## config.mk

```make
export PLATFORM = sky130hd
export DESIGN_NAME = grid_action_arbiter
export DESIGN_NICKNAME = d
export VERILOG_FILES = /design/src/rtl/game_pkg.sv /design/src/rtl/rr_pick4.sv /design/src/rtl/grid_action_arbiter.sv
export SDC_FILE = /design/constraint.sdc
export NUM_CORES = 1
export LEC_CHECK = 0
export BUFFER_PORTS_ARGS = -buffer_cell sky130_fd_sc_hd__clkbuf_2
export CORE_MARGIN = 1.5
export CORE_UTILIZATION = 45
export CTS_BUF_LIST = sky130_fd_sc_hd__clkbuf_8
export CTS_CLUSTER_DIAMETER = 50
export CTS_CLUSTER_SIZE = 12
export DETAILED_ROUTE_END_ITERATION = 10
export GPL_TIMING_DRIVEN = 0
export PLACE_DENSITY = 0.68
export SLEW_MARGIN = 5
export SYNTH_ARGS = -nofsm -noshare
export SYNTH_HDL_FRONTEND = slang
export SYNTH_SLANG_ARGS = --single-unit
export TNS_END_PERCENT = 100
```

## constraint.sdc

```tcl
create_clock -name vsync_i -period 9.8 [get_ports vsync_i]
set_input_delay 1.96 -clock vsync_i [delete_from_list [all_inputs] [get_ports vsync_i]]
set_output_delay 1.96 -clock vsync_i [all_outputs]
set_load 0.05 [all_outputs]
```

## src/rtl/game_pkg.sv

```systemverilog
// Shared game constants: grid geometry, action encodings, game states and object codes.
package game_pkg;

    localparam int unsigned NUM_SLOTS = 4;
    localparam int unsigned GRID_ROWS = 8;
    localparam int unsigned GRID_COLS = 13;
    localparam int unsigned ROW_W     = 3;
    localparam int unsigned COL_W     = 4;
    localparam int unsigned OBJ_W     = 4;

    typedef enum logic [1:0] {
        KIND_WRITE  = 2'd0,
        KIND_LOCK   = 2'd1,
        KIND_UNLOCK = 2'd2,
        KIND_RSVD   = 2'd3
    } req_kind_e;

    typedef enum logic [2:0] {
        GS_TITLE = 3'd0,
        GS_READY = 3'd1,
        GS_PLAY  = 3'd2,
        GS_PAUSE = 3'd3,
        GS_OVER  = 3'd4
    } game_state_e;

    localparam logic [2:0] PLAY_STATE = GS_PLAY;

    localparam logic [OBJ_W-1:0] G_EMPTY         = 4'd0;
    localparam logic [OBJ_W-1:0] G_COUNTER       = 4'd1;
    localparam logic [OBJ_W-1:0] G_ONION_WHOLE   = 4'd2;
    localparam logic [OBJ_W-1:0] G_ONION_CHOPPED = 4'd3;
    localparam logic [OBJ_W-1:0] G_PLATE         = 4'd4;
    localparam logic [OBJ_W-1:0] G_SOUP          = 4'd5;

    typedef struct packed {
        logic             valid;
        logic [ROW_W-1:0] row;
        logic [COL_W-1:0] col;
    } lock_entry_t;

endpackage

```

## src/rtl/rr_pick4.sv

```systemverilog
// Combinational four-way round-robin picker: first set request at or after the pointer.
module rr_pick4 (
    input  logic [3:0] req_i,
    input  logic [1:0] ptr_i,
    output logic [3:0] sel_o,
    output logic [1:0] idx_o,
    output logic       valid_o
);

    always_comb begin
        idx_o   = ptr_i;
        valid_o = 1'b0;
        // Scan from the farthest offset down so the nearest candidate wins.
        for (int off = 3; off >= 0; off--) begin
            if (req_i[ptr_i + 2'(off)]) begin
                idx_o   = ptr_i + 2'(off);
                valid_o = 1'b1;
            end
        end
        sel_o = valid_o ? (4'b0001 << idx_o) : 4'b0000;
    end

endmodule

```

## src/rtl/grid_action_arbiter.sv

```systemverilog
// Serialises player actions onto the single object_grid write port, one per frame,
// and keeps per-slot cell locks so two players never work the same counter cell.
module grid_action_arbiter
    import game_pkg::*;
(
    input  logic                              vsync_i,
    input  logic                              reset_ni,
    input  logic [1:0]                        num_players_i,
    input  logic [2:0]                        game_state_i,
    input  logic [NUM_SLOTS-1:0]              req_i,
    input  logic [NUM_SLOTS-1:0][1:0]         req_kind_i,
    input  logic [NUM_SLOTS-1:0][ROW_W-1:0]   req_row_i,
    input  logic [NUM_SLOTS-1:0][COL_W-1:0]   req_col_i,
    input  logic [NUM_SLOTS-1:0][OBJ_W-1:0]   req_data_i,
    output logic [NUM_SLOTS-1:0]              grant_o,
    output logic [NUM_SLOTS-1:0]              nack_o,
    output logic                              grid_we_o,
    output logic [ROW_W-1:0]                  grid_row_o,
    output logic [COL_W-1:0]                  grid_col_o,
    output logic [OBJ_W-1:0]                  grid_data_o,
    output logic [NUM_SLOTS-1:0]              lock_valid_o
);

    logic                              in_play;
    logic [NUM_SLOTS-1:0]              slot_mask;
    logic [NUM_SLOTS-1:0]              eligible;
    logic [NUM_SLOTS-1:0]              pick_sel;
    logic [1:0]                        pick_idx;
    logic                              pick_valid;

    logic [1:0]                        sel_kind;
    logic [ROW_W-1:0]                  sel_row;
    logic [COL_W-1:0]                  sel_col;
    logic [OBJ_W-1:0]                  sel_data;
    logic                              foreign_locked;
    logic                              own_match;

    logic [1:0]                        ptr_q, ptr_d;
    lock_entry_t [NUM_SLOTS-1:0]       lock_q, lock_d;
    logic [NUM_SLOTS-1:0]              grant_q, grant_d;
    logic [NUM_SLOTS-1:0]              nack_q, nack_d;
    logic                              grid_we_q, grid_we_d;
    logic [ROW_W-1:0]                  grid_row_q, grid_row_d;
    logic [COL_W-1:0]                  grid_col_q, grid_col_d;
    logic [OBJ_W-1:0]                  grid_data_q, grid_data_d;

    always_comb begin
        in_play = (game_state_i == PLAY_STATE);
        unique case (num_players_i)
            2'd0:    slot_mask = 4'b0001;
            2'd1:    slot_mask = 4'b0011;
            2'd2:    slot_mask = 4'b0111;
            default: slot_mask = 4'b1111;
        endcase
        eligible = req_i & slot_mask & {NUM_SLOTS{in_play}};
    end

    rr_pick4 u_rr_pick4 (
        .req_i   (eligible),
        .ptr_i   (ptr_q),
        .sel_o   (pick_sel),
        .idx_o   (pick_idx),
        .valid_o (pick_valid)
    );

    always_comb begin
        sel_kind       = req_kind_i[pick_idx];
        sel_row        = req_row_i[pick_idx];
        sel_col        = req_col_i[pick_idx];
        sel_data       = req_data_i[pick_idx];
        foreign_locked = 1'b0;
        for (int j = 0; j < NUM_SLOTS; j++) begin
            if ((2'(j) != pick_idx) && lock_q[j].valid &&
                (lock_q[j].row == sel_row) && (lock_q[j].col == sel_col)) begin
                foreign_locked = 1'b1;
            end
        end
        own_match = lock_q[pick_idx].valid && (lock_q[pick_idx].row == sel_row) &&
                    (lock_q[pick_idx].col == sel_col);
    end

    always_comb begin
        ptr_d       = ptr_q;
        lock_d      = lock_q;
        grant_d     = '0;
        nack_d      = '0;
        grid_we_d   = 1'b0;
        grid_row_d  = grid_row_q;
        grid_col_d  = grid_col_q;
        grid_data_d = grid_data_q;

        // Locks never survive outside play or on a slot that has been masked off.
        for (int i = 0; i < NUM_SLOTS; i++) begin
            if (!in_play || !slot_mask[i]) begin
                lock_d[i] = '0;
            end
        end

        if (pick_valid) begin
            ptr_d = pick_idx + 2'd1;
            if ((sel_col >= COL_W'(GRID_COLS)) || (sel_kind == KIND_RSVD)) begin
                nack_d = pick_sel;
            end else begin
                unique case (sel_kind)
                    KIND_WRITE: begin
                        if (foreign_locked) begin
                            nack_d = pick_sel;
                        end else begin
                            grant_d     = pick_sel;
                            grid_we_d   = 1'b1;
                            grid_row_d  = sel_row;
                            grid_col_d  = sel_col;
                            grid_data_d = sel_data;
                        end
                    end
                    KIND_LOCK: begin
                        if (foreign_locked) begin
                            nack_d = pick_sel;
                        end else begin
                            grant_d          = pick_sel;
                            lock_d[pick_idx] = '{valid: 1'b1, row: sel_row, col: sel_col};
                        end
                    end
                    KIND_UNLOCK: begin
                        if (own_match) begin
                            grant_d          = pick_sel;
                            lock_d[pick_idx] = '0;
                        end else begin
                            nack_d = pick_sel;
                        end
                    end
                    default: nack_d = pick_sel;
                endcase
            end
        end
    end

    always_ff @(posedge vsync_i or negedge reset_ni) begin
        if (!reset_ni) begin
            ptr_q       <= '0;
            lock_q      <= '0;
            grant_q     <= '0;
            nack_q      <= '0;
            grid_we_q   <= 1'b0;
            grid_row_q  <= '0;
            grid_col_q  <= '0;
            grid_data_q <= '0;
        end else begin
            ptr_q       <= ptr_d;
            lock_q      <= lock_d;
            grant_q     <= grant_d;
            nack_q      <= nack_d;
            grid_we_q   <= grid_we_d;
            grid_row_q  <= grid_row_d;
            grid_col_q  <= grid_col_d;
            grid_data_q <= grid_data_d;
        end
    end

    always_comb begin
        for (int i = 0; i < NUM_SLOTS; i++) begin
            lock_valid_o[i] = lock_q[i].valid;
        end
    end

    assign grant_o     = grant_q;
    assign nack_o      = nack_q;
    assign grid_we_o   = grid_we_q;
    assign grid_row_o  = grid_row_q;
    assign grid_col_o  = grid_col_q;
    assign grid_data_o = grid_data_q;

endmodule

```

==> flow_summary.yaml, run 1 <==
drt:
  drt.antenna.violating_nets: 0
  first_pass_iters: 5
  wl_per_cell_um: 18.2
  vias: 3964
  drtIter0Drc: 339
  via_per_inst: 6.00
  finalWirelength_um: 12100
  route.detailed.drc: 0
status:
  status: "finished clean"
setup_path:
  r2r_slack_ps: 4770
  cp_cell_sequence: "clkbuf_2, nor3b_2, o211a_1, o21ai_4, nand2_4, clkbuf_1, clkbuf_1, mux2i_1, nand2_1, nand2_1, inv_1, ha_1, a31oi_1, nand3b_1, or2_2, nor3_1, nand2_1, o22ai_1"
  crit_start: "game_state_i[0]"
  cp_max_fo: 11
  end_kind: "flop"
  critical_path.slowest_cell: "clkbuf_1"
  cp.arrival_ps: 6740
  cpMostUsedCell: "nand2_1"
  rr_endpoint: "lock_q[10]"
  worstPathRequired_ps: 10030
  rr_startpoint: "ptr_q[1]"
  path_class: "primary input to flop"
  worst-r2r-cell-count: 17
  worstSetupStartpointType: "primary input"
  max_stage_delay_ps: 540
  endpoint: "lock_q[10]"
grt:
  grt_usage_pct: 25.2
  antenna_found_initial: 0
  overflow: 0
  grt_pass1_wl_um: 19200
  grt_pass1_vias: 3727
  grt_max_degree: 55
synthesis:
  synth_compound_area_share_pct: 23.0
  yosys.area_share.simple_pct: 24.3
  synth_xor_area_share_pct: 5.61
  ys_seq_area_share_pct: 33.3
  syn_nets: 530
  synth-edff-count: 0
  synthTopCellsByCount: "nand2_1, dfrtp_1, nand3_1"
  ys_ff_latch: 54
  synth_top_cell_by_area: "dfrtp_1"
  synthArstFlopShare_pct: 100
  yosysMostFrequentCell: "nand2_1"
  synth-adder-area-share_pct: 2.47
  synth_area_mm2: 0.00406
  synth_top_area_share_pct: 33.3
  syn_area_per_cell_um2: 8.84
  synth_top_family_by_area: "simple AND/OR/NAND/NOR gates"
  yosysWarnings: 0
  synth_cells: 459
  synthFlopType: "dfrtp_1"
  synth_cell_types: 73
  synthTopCellsByArea: "dfrtp_1, nand2_1, xnor2_1, nand3_1, o22ai_1"
  synth.mux.area_fraction_pct: 5.61
finish:
  nets: 623
  area_growth_pct: 16.1
  drive_gt1_share_pct: 28.8
  antenna_cells: 0
clock_network:
  cts_buffers: 5
  cts_tree: "built"
  clk_path_buf_depth: 2
  cts_hold_buf: 0
  cts_root_buf: "clkbuf_8"
  clk_latency_ps: 320
  cts_num_sinks: 54
  clkTransAtPathRegs_ps: 100
  cts-resized-gates: 0
  cts_setup_buffers: 0
  cts_max_level: 2
pwr:
  ir_worst_vdd_uv: 132
  total_power_mw: 1.06
  p_leak_nw: 2.22
  cellPowerDensity_mw_per_mm2: 224
placed_design:
  io_buffer_count: 86
  place_ws_ps: 3050
  dp_hpwl_um: 9240
  gp_congestion: 0.948
timing:
  finClkSkew_ps: 17.6
  tightestPinTransition_ps: 842
  period_share_pct: 66.4
  fin_tns_setup_ps: 0
  setup_viol: 0
  holdWs_ps: 519
  rsz0062_at_grt: "no"
  final_max_slew_viol_count: 0
  slew-limit-headroom_pct: 43.6
  worst_slack_ps: 3290
  fin_crit_ps: 6510
  fmax_mhz: 154
  final_hold_viol_count: 0
die:
  initial_core_util_pct: 46.5
  core_mm2: 0.00872
  die_w_um: 98.0
  die_h_um: 98.0
  num_rows: 34
  dieArea_mm2: 0.00960
  ioPinCount: 87
job:
  drv_cap: 0
worst_hold_path:
  hold_class: "flop to flop"
==> where the power goes <==
group / switching, mW / internal (mW) / leakage, nW / total (mW)
Clock: 0.0788 / 0.0498 / 0.0493 / 0.129
Combinational: 0.429 / 0.230 / 1.43 / 0.659
Sequential: 0.0201 / 0.249 / 0.738 / 0.269
==> registers in the layout (all words and copies together), names as in the netlist <==
| signal | count |
|---|---|
| grid_col_o | 4 |
| lock_q | 28 |
| grant_o | 4 |
| grid_we_o | 1 |
| ptr_q | 2 |
| nack_o | 4 |
| lock_valid_o | 4 |
| grid_row_o | 3 |
| grid_data_o | 4 |
==> final cells by class <==
class | count | area (um2)
plain buffers | 26 | 173
clock buffers | 5 | 68.8
clock inverters | 3 | 17.5
fillers | 834 | 4010
inverters | 16 | 60.1
multi-input cells | 363 | 2470
flip-flops and latches | 54 | 1350
well taps | 108 | 135
repair buffers | 86 | 433
==> cell usage in the layout, fill, tap and decap left out, types with 9 or more instances in the layout <==
cell and n:
nand2_1 65, and3_1 16, buf_2 12, inv_1 15
o21ai_0 27, clkbuf_2 85, nand4_1 10, nand3_1 31
dfrtp_1 54, xnor2_1 26, o22ai_1 23, mux2_4 9
==> kinds of logic (layout without fill, tap and decap cells) <==
kind of cell,after synthesis,count (layout)
AO/OA/AOI/OAI,131,131
buffers and inverters,42,136
flip-flops,54,54
XOR/XNOR,26,26
multiplexers,18,18
AND/OR/NAND/NOR,180,180
adder cells (fa/ha/maj),8,8
==> worst min-delay path by stage <==
stage          depth (start not counted)      startpoint             end  slack, ps
2_1_floorplan                          1       lock_q[2]       lock_q[2]        510
3_3_place_gp                           1  grid_data_o[2]  grid_data_o[2]        490
3_5_place_dp                           1  grid_data_o[1]  grid_data_o[1]        500
4_1_cts                                1  grid_data_o[1]  grid_data_o[1]        530
5_1_grt                                1   grid_row_o[0]   grid_row_o[0]        540
6_report                               1   grid_row_o[1]   grid_row_o[1]        520
==> metal layers <==
layer | vias up | GRT usage [%] | share of wire [%]
li1 | 1870 | - | -
met1 | 1896 | 35.4 | 44
met2 | 174 | 40.2 | 46
met3 | 24 | 4.15 | 7.2
met4 | 0 | 7.03 | 2.3
met5 | - | 0 | 0
==> critical path: cells and delay by family <==
kind / cells / cell delay, ps
simple gates: 8 / 2040
buf+inv: 4 / 1230
compound gates: 4 / 1030
mux: 1 / 250
fa+ha+maj: 1 / 200
==> per-stage QoR <==
stage / instance area [um2] / utilization [%] / cells
after floorplan: 4060 / - / 459
after global placement: 4620 / 53.0 / 653
after detailed placement: 4630 / 53.1 / 653
after CTS: 4710 / 54.0 / 661
after global routing: 4710 / 54.0 / 661
final: 4710 / 54.0 / 661
Note: power is estimated with default switching activity, not from simulation.
==> run 2: changes to the inputs <==
Settings changed: ABC_AREA from default to 1, PLACE_DENSITY 0.68 to 0.69.
Clock period 9.8 ns to 5.45 ns, I/O delays scaled along.
==> run 2 against run 1 <==
Synthesized cell count rose by 95%. Routed wire length grew 40%. Die area grew 26%. Worst hold slack got worse by 29 ps. Clock skew about the same. Area after synthesis is 27% higher. Core utilization down 0.55 points. Critical path type unchanged. Largest cell class unchanged.
==> flow_summary.yaml, run 2 <==
synthesis:
  synth_top_area_share_pct: 26.2
  synth_top_cell_by_area: "dfrtp_1"
  synthTopCellsByArea: "dfrtp_1, nand2_1, nand3_1, inv_1, nor2_1"
  synth-edff-count: 0
  syn_nets: 964
  synth_cells: 893
  ys_seq_area_share_pct: 26.2
  yosysMostFrequentCell: "nand2_1"
  synth_area_mm2: 0.00515
  synthFlopType: "dfrtp_1"
  synthTopCellsByCount: "nand2_1, nand3_1, inv_1"
  syn_area_per_cell_um2: 5.77
  synthArstFlopShare_pct: 100
  synth_cell_types: 29
  yosysWarnings: 0
  ys_ff_latch: 54
grt:
  grt_usage_pct: 28.8
  antenna_found_initial: 0
  overflow: 0
  grt_pass1_wl_um: 26700
  grt_pass1_vias: 5302
  grt_max_degree: 55
clock_network:
  cts_num_sinks: 54
  clk_latency_ps: 340
  cts_setup_buffers: 0
  clkTransAtPathRegs_ps: 110
  cts_tree: "built"
  cts_buffers: 5
  cts_max_level: 2
  cts-resized-gates: 0
  clk_path_buf_depth: 2
  cts_hold_buf: 0
  cts_root_buf: "clkbuf_8"
drt:
  via_per_inst: 5.22
  vias: 5888
  first_pass_iters: 6
  drtIter0Drc: 666
  route.detailed.drc: 0
  drt.antenna.violating_nets: 0
  finalWirelength_um: 16800
  wl_per_cell_um: 14.9
timing:
  finClkSkew_ps: 17.2
  slew-limit-headroom_pct: 20.0
  setup_viol: 0
  rsz0062_at_grt: "no"
  final_hold_viol_count: 0
  tightestPinTransition_ps: 1190
  fin_crit_ps: 4750
  period_share_pct: 87.2
  fin_tns_setup_ps: 0
  fmax_mhz: 211
  final_max_slew_viol_count: 0
setup_path:
  cp.arrival_ps: 4980
  max_stage_delay_ps: 400
  worstPathRequired_ps: 5680
  end_kind: "flop"
  cp_max_fo: 11
  critical_path.slowest_cell: "buf_1"
  path_class: "primary input to flop"
  worst-r2r-cell-count: 27
  worstSetupStartpointType: "primary input"
  cpMostUsedCell: "nand2_1"
placed_design:
  dp_hpwl_um: 12700
  io_buffer_count: 86
  place_inst: 1119
  gp_congestion: 0.945
die:
  dieArea_mm2: 0.0121
  die_w_um: 110
  num_rows: 38
  ioPinCount: 87
  initial_core_util_pct: 46.9
  core_mm2: 0.0110
  die_h_um: 110
finish:
  utilization_pct: 53.5
  nets: 1057
  top_register: "lock_q"
  largest_reg_flops: 28
  final_cell_mix: "nand2_1, nand3_1, inv_1, clkbuf_2, dfrtp_1"
  drive_gt1_share_pct: 16.0
  final_cell_count_no_fill: 1127
  layout_commonest_cell: "nand2_1"
  area_growth_pct: 14.0
  antenna_cells: 0
worst_hold_path:
  whs_path_depth: 2
  hold_class: "flop to flop"
status:
  status: "finished clean"
job:
  drv_cap: 0
run 2: area by class of cell:
| type | instances | area, um2 |
|---|---|---|
| Buffer | 42 | 287 |
| Clock inverter | 3 | 45.0 |
| Fill cell | 1198 | 5110 |
| Tap cell | 140 | 175 |
| Multi-Input combinational cell | 666 | 3020 |
| Sequential cell | 54 | 1350 |
| Timing Repair Buffer | 86 | 433 |
| Inverter | 131 | 492 |
| Clock buffer | 5 | 68.8 |
run 2: path summary, 6_finish.rpt:
kind / from / end / slack [ps]
max: game_state_i[2] / lock_q[16] / 700
min in group asynchronous: reset_ni / lock_q[26] / 860
min reg2reg: grid_data_o[1] / grid_data_o[1] / 490
min: grid_data_o[1] / grid_data_o[1] / 490
max in group asynchronous: reset_ni / lock_q[8] / 4060
max reg2reg: ptr_q[0] / lock_q[16] / 1120
run 2: per-layer routing:
| metal | vias to the layer above | routed length (um) | global-route usage (%) |
|---|---|---|---|
| met4 | 0 | 361 | 9.65 |
| li1 | 2977 | - | - |
| met5 | - | 0 | 0 |
| met3 | 28 | 1310 | 3.23 |
| met1 | 2642 | 7640 | 39.5 |
| met2 | 241 | 7520 | 47.4 |
run 2: cells by family after synthesis:
logic type	share of synthesized area, %
muxes	0.194
DFF	26.2
AOI/OAI and AO/OA	7.21
buffers and inverters	15.1
xor gates and xnor gates	0.656
adders and majority gates	1.94
and+or+nand+nor	48.7
run 2: critical path, delay by kind of cell:
kind                     cells  cell delay, ps
adder cells (fa/ha/maj)      1             210
AND/OR/NAND/NOR             21            1820
buffers and inverters       12            1800
run 2: metrics by stage:
step                setup slack (ps)  hold WS [ps]  instance area [um2]
finish                           700           489                 5880
CTS                              761           496                 5880
global route                     249           518                 5880
global placement                 441           466                 5760
floorplan                       1350           551                 5150
detailed placement               419           469                 5760
Power of run 2 is left out: the tool's default activity adds up to more than one toggle a clock period on the data nets, which glitch-free logic cannot reach.
